`src/rtl/pipe_pkg.sv`:
```
// Shared types and constants for the inter-stage pipeline register.
// Control-bus bit positions are the ones stage wrappers use when packing in_ctrl.
package pipe_pkg;

  typedef enum logic [1:0] {
    EMPTY = 2'b00,
    BUSY  = 2'b01,
    FULL  = 2'b10
  } pipe_state_e;

  localparam int XLEN       = 32;
  localparam int REG_ADDR_W = 5;

  localparam int CTRL_MEMREAD  = 0;
  localparam int CTRL_MEMWRITE = 1;
  localparam int CTRL_REGWRITE = 2;
  localparam int CTRL_MEMTOREG = 3;
  localparam int CTRL_RD_LSB   = 4;
  localparam int CTRL_RD_MSB   = CTRL_RD_LSB + REG_ADDR_W - 1;

  // The rd field only exists when the control bus is wide enough to hold it.
  function automatic logic ctrl_has_rd(input int ctrl_w);
    return ctrl_w > CTRL_RD_MSB;
  endfunction

endpackage

```
`src/rtl/sat_counter.sv`:
```
// Width-parametrised up-counter that sticks at all-ones instead of wrapping.
// Cleared only by the asynchronous active-low reset.
module sat_counter #(
  parameter int W = 16
) (
  input  logic         clk,
  input  logic         rst_n,
  input  logic         i_inc,
  output logic [W-1:0] o_count
);

  logic [W-1:0] r_count;

  always_ff @(posedge clk or negedge rst_n) begin
    if (!rst_n) begin
      r_count <= '0;
    end else if (i_inc && (r_count != {W{1'b1}})) begin
      r_count <= r_count + 1'b1;
    end
  end

  assign o_count = r_count;

endmodule

```
`src/rtl/pipe_stage_buf.sv`:
```
// Generic valid/ready pipeline register with a 2-entry skid buffer and flush.
// Optional perf counters (stall_cnt, flush_cnt) are built with PIPE_STAGE_BUF_PERF_EN.
module pipe_stage_buf
  import pipe_pkg::*;
#(
  parameter int DATA_W = 64,
  parameter int CTRL_W = 8,
  parameter int CNT_W  = 16
) (
  input  logic              clk,
  input  logic              rst_n,
  input  logic              in_valid,
  output logic              in_ready,
  input  logic [DATA_W-1:0] in_data,
  input  logic [CTRL_W-1:0] in_ctrl,
  input  logic              flush,
  output logic              out_valid,
  input  logic              out_ready,
  output logic [DATA_W-1:0] out_data,
  output logic [CTRL_W-1:0] out_ctrl
`ifdef PIPE_STAGE_BUF_PERF_EN
  ,
  output logic [CNT_W-1:0]  stall_cnt,
  output logic [CNT_W-1:0]  flush_cnt
`endif
);

  pipe_state_e       r_state;
  logic [DATA_W-1:0] r_main_data;
  logic [CTRL_W-1:0] r_main_ctrl;
  logic [DATA_W-1:0] r_skid_data;
  logic [CTRL_W-1:0] r_skid_ctrl;

  // Control fields are zeroed whenever an entry is killed or leaves, so a
  // bubble presents out_ctrl=0 straight from the register.
  always_ff @(posedge clk or negedge rst_n) begin
    if (!rst_n) begin
      r_state     <= EMPTY;
      r_main_data <= '0;
      r_main_ctrl <= '0;
      r_skid_data <= '0;
      r_skid_ctrl <= '0;
    end else if (flush) begin
      r_state     <= EMPTY;
      r_main_ctrl <= '0;
      r_skid_ctrl <= '0;
    end else begin
      case (r_state)
        EMPTY: begin
          if (in_valid) begin
            r_state     <= BUSY;
            r_main_data <= in_data;
            r_main_ctrl <= in_ctrl;
          end
        end
        BUSY: begin
          if (in_valid && out_ready) begin
            r_main_data <= in_data;
            r_main_ctrl <= in_ctrl;
          end else if (in_valid) begin
            r_state     <= FULL;
            r_skid_data <= in_data;
            r_skid_ctrl <= in_ctrl;
          end else if (out_ready) begin
            r_state     <= EMPTY;
            r_main_ctrl <= '0;
          end
        end
        FULL: begin
          if (out_ready) begin
            r_state     <= BUSY;
            r_main_data <= r_skid_data;
            r_main_ctrl <= r_skid_ctrl;
            r_skid_ctrl <= '0;
          end
        end
        default: begin
          r_state     <= EMPTY;
          r_main_ctrl <= '0;
          r_skid_ctrl <= '0;
        end
      endcase
    end
  end

  assign in_ready  = (r_state != FULL);
  assign out_valid = (r_state != EMPTY);
  assign out_data  = r_main_data;
  assign out_ctrl  = r_main_ctrl;

`ifdef PIPE_STAGE_BUF_PERF_EN
  logic w_stall_inc;
  logic w_flush_inc;

  assign w_stall_inc = out_valid && !out_ready;
  assign w_flush_inc = flush && (r_state != EMPTY);

  sat_counter #(.W(CNT_W)) u_stall_cnt (
    .clk     (clk),
    .rst_n   (rst_n),
    .i_inc   (w_stall_inc),
    .o_count (stall_cnt)
  );

  sat_counter #(.W(CNT_W)) u_flush_cnt (
    .clk     (clk),
    .rst_n   (rst_n),
    .i_inc   (w_flush_inc),
    .o_count (flush_cnt)
  );
`endif

endmodule

```
`config.mk`:
```
export PLATFORM = sky130hd
export DESIGN_NAME = pipe_stage_buf
export DESIGN_NICKNAME = d
export VERILOG_FILES = /design/src/rtl/pipe_pkg.sv /design/src/rtl/sat_counter.sv /design/src/rtl/pipe_stage_buf.sv
export SDC_FILE = /design/constraint.sdc
export NUM_CORES = 1
export LEC_CHECK = 0
export ABC_AREA = 1
export BUFFER_PORTS_ARGS = -buffer_cell sky130_fd_sc_hd__buf_2
export CAP_MARGIN = 25
export CELL_PAD_IN_SITES_DETAIL_PLACEMENT = 1
export CELL_PAD_IN_SITES_GLOBAL_PLACEMENT = 1
export CORE_UTILIZATION = 35
export DETAILED_ROUTE_END_ITERATION = 8
export PLACE_DENSITY_LB_ADDON = 0.05
export SKIP_LAST_GASP = 1
export SLEW_MARGIN = 20
export SYNTH_ARGS = -nofsm -noshare
export SYNTH_HDL_FRONTEND = slang
export SYNTH_SLANG_ARGS = --single-unit
```
`constraint.sdc`:
```
create_clock -name clk -period 1.96 [get_ports clk]
set_clock_uncertainty 0.1 [all_clocks]
set_input_delay 0.196 -clock clk [delete_from_list [all_inputs] [get_ports clk]]
set_output_delay 0.196 -clock clk [all_outputs]
set_load 0.01 [all_outputs]
```
==> results by group <==
Run status
  • Status: complete, no violations

Yosys
  • Synth Instances: 847
  • Synth Register Bits: 146
  • Post-synthesis sequential area ratio: 0.527
  • Synth unique cells: 22
  • Share of Yosys cell area claimed by the top area cell type: 0.527
  • Net Count, Synth: 924
  • Top cells by area, synth: dfrtp_1, nand2_1, o21ai_0
  • Synth Area per Inst: 8.19 um^2
  • Synth warn: 0
  • Area leader, netlist: dfrtp_1
  • Cell area after synthesis: 6940 um^2

Drt
  • DRT Wirelength: 20,600 um
  • Wire per inst: 15.4 um
  • Antenna-violating nets left: 0
  • DRC: 0
  • Routed vias: 6,354
  • DR vias/cell: 4.75
  • DR pass1 iterations: 4
  • Initial DRC count: 254

Finish
  • Post-layout util: 0.473
  • Ant. Diodes: 0
  • Layout cells sized above 1: 0.226
  • Multi-input logic area: 2640 um^2
  • Design area: 9210 um^2
  • Final instance count without filler cells: 1,337
  • Fill count: 2,367
  • Sequential Area: 3650 um^2
  • Final net count: 1,136
  • Area growth from synthesis to layout: 32.8%

Global route
  • Gr busiest metal: met2
  • Largest net degree at the start of global routing: 85
  • Met1 usage in global routing: 0.265
  • GR Layer Usage met2: 0.383
  • GRT Total Usage: 0.216
  • Initial antenna violation count: 0
  • Met3 Use GR: 0.0416
  • First-pass GRT wire length: 34,300 um
  • GRT overflow: 0
  • Vias in the first global route: 6,743

Setup path
  • CP Class: reg2out
  • WP data arrival: 1.57 ns
  • Startpoint type of the worst setup path: register
  • Reg2Reg Setup Slack: 0.17 ns
  • Endpoint class of the critical path: output pin
  • Required @ worst endpoint: 1.66 ns
  • Reg-to-Reg End: out_data[1]$_DFFE_PN0P_
  • Worst-path fanout max: 84
  • Worst r2r src: r_state[1]$_DFFE_PN0P_
  • Logic depth of the worst register-to-register path: 6

STA
  • RSZ-0062 raised after global routing: false
  • Pins Over Slew Limit: 0
  • Peak Freq: 0.536 GHz
  • Fin. Hold Viols: 0
  • Hold_ws: 0.0751 ns
  • Slew headroom: 0.709
  • Post-route setup slack: 0.0948 ns
  • Setup_tns: 0 ns
  • Worst Tran Pin Value: 0.436 ns
  • Min Tclk post-route: 1.87 ns
  • Final setup viols: 0
  • Tcrit/Tclk final: 0.952

Placed design
  • RePlAce Congestion: 0.796
  • DP HPWL: 13,400 um
  • Cell count after placement: 1,232
  • Setup slack at placement: 0.162 ns
  • Area after DPL: 7920 um^2
  • Port Buffer Count: 150

Hold path
  • Min-delay src: flush
  • WHS Endpoint: r_state[1]$_DFFE_PN0P_
  • Worst hold path class: in2reg
  • Worst Hold Depth: 4

Die
  • Die area: 20,400 um^2
  • Die width: 143 um
  • Initial core utilization: 0.356
  • Num rows: 51
  • Core Region: 19,500 um^2
  • I/O Pins: 151
  • Die Ht: 143 um

Clock tree
  • H-Tree Depth: 4
  • Clk buf depth: 2
  • Clk_lat worst skew: 0.42 ns
  • CTS sink cnt: 146
  • Total CTS buffers: 17
  • CTS clk-pin slew, worst paths: 0.06 ns
  • Clk root buf: clkbuf_16
  • TritonCTS clock tree: built

Pwr
  • Leak pwr: 4.90 nW
  • VDD IR-drop max: 0.000712 V
  • Pwr Total: 10.1 mW
  • Pwr/cell area: 1090 nW/um^2

Run
  • Max Cap Viol: 0
worst max path at each step:
| stage | from | end | slack (ns) | cells after the start |
|---|---|---|---|---|
| global placement | r_state[1]$_DFFE_PN0P_ | out_data[48]$_DFFE_PN0P_ | 0.24 | 6 |
| floorplan | r_state[1]$_DFFE_PN0P_ | out_data[58]$_DFFE_PN0P_ | 0.46 | 9 |
| finish | r_state[1]$_DFFE_PN0P_ | in_ready | 0.09 | 3 |
| CTS | r_state[1]$_DFFE_PN0P_ | in_ready | 0.06 | 3 |
| detailed placement | r_state[1]$_DFFE_PN0P_ | r_skid_ctrl[5]$_DFFE_PN0P_ | 0.16 | 5 |
| global route | r_state[1]$_DFFE_PN0P_ | in_ready | 0.01 | 3 |
power by group:
group          internal, mW  total, mW  leakage, nW  switching [mW]
registers              3.94       4.40         1.75           0.460
logic                  1.03       2.61         2.89            1.58
clock network          1.74       3.08        0.260            1.33
placed cells by master (no fill, tap or decap):
cell type and count:
nand2_1 264, buf_2 149, dfrtp_1 146, o21ai_0 102, inv_1 75, dlygate4sd3_1 73
nand3_1 65, nor2_1 60, a21oi_1 41, nand3_2 27, buf_4 18, clkbuf_16 17
clkinv_2 5, buf_12 5, clkinvlp_4 4, nor2_4 2, nand2_4 2, clkbuf_1 2
clkinv_4 2, inv_4 1, nor2_2 1, nand2_2 1, o21ai_2 1, inv_2 1
o21ai_4 1, nand3_4 1, o21ai_1 1, nand4_1 1, inv_8 1, bufinv_16 1
buf_6 1, buf_16 1
routing by layer:
| layer | part of all wire | wire (um) | vias up |
|---|---|---|---|
| li1 | - | - | 3111 |
| met1 | 0.44 | 9070 | 3114 |
| met2 | 0.51 | 10600 | 107 |
| met3 | 0.034 | 697 | 22 |
| met4 | 0.012 | 244 | 0 |
| met5 | 0 | 0 | - |
cells in the mapped netlist:
cell	number
dfrtp_1	146
nor2_4	2
nor2_1	60
o21ai_1	1
o21ai_0	102
inv_1	75
nand4_1	1
o21ai_2	2
buf_6	12
nand2_4	2
inv_2	1
nand2_1	264
buf_8	1
clkbuf_1	7
nand2_2	1
a21oi_1	41
inv_4	1
nand3_2	26
buf_2	22
nand3_1	67
nor2_2	1
buf_4	12
final cells by class:
class | instances | area share
inverter | 77 | 0.0316
tap | 265 | 0.0360
timing repair buffer | 247 | 0.190
clock inverter | 13 | 0.0124
sequential | 146 | 0.397
clock buffer | 19 | 0.0470
multi-input combinational | 570 | 0.286
critical path, stage by stage (launching register included):
cell and delay [ns]:
dfrtp_1 0.49, nand2_4 0.15, buf_16 0.28, buf_2 0.20
kinds of logic after synthesis:
| family | after synthesis | share of synthesized area |
|---|---|---|
| simple gates | 424 | 0.270 |
| buf+inv | 131 | 0.0963 |
| flops | 146 | 0.527 |
| compound gates | 146 | 0.106 |
timing repair:
action / in CTS / in global routing
setup endpoints to repair: 0 / 8
endpoints found under the hold margin: 142 / 0
resized for setup: 0 / 2
buffers inserted: 0 / 0
hold buffers: 73 / 0
state kept, by name, indices dropped and copies added, names as in the netlist:
name and count:
r_skid_data 64, r_skid_ctrl 8, out_data 64, out_ctrl 8, r_state 2
No activity file was read; power rests on OpenSTA's default activity.
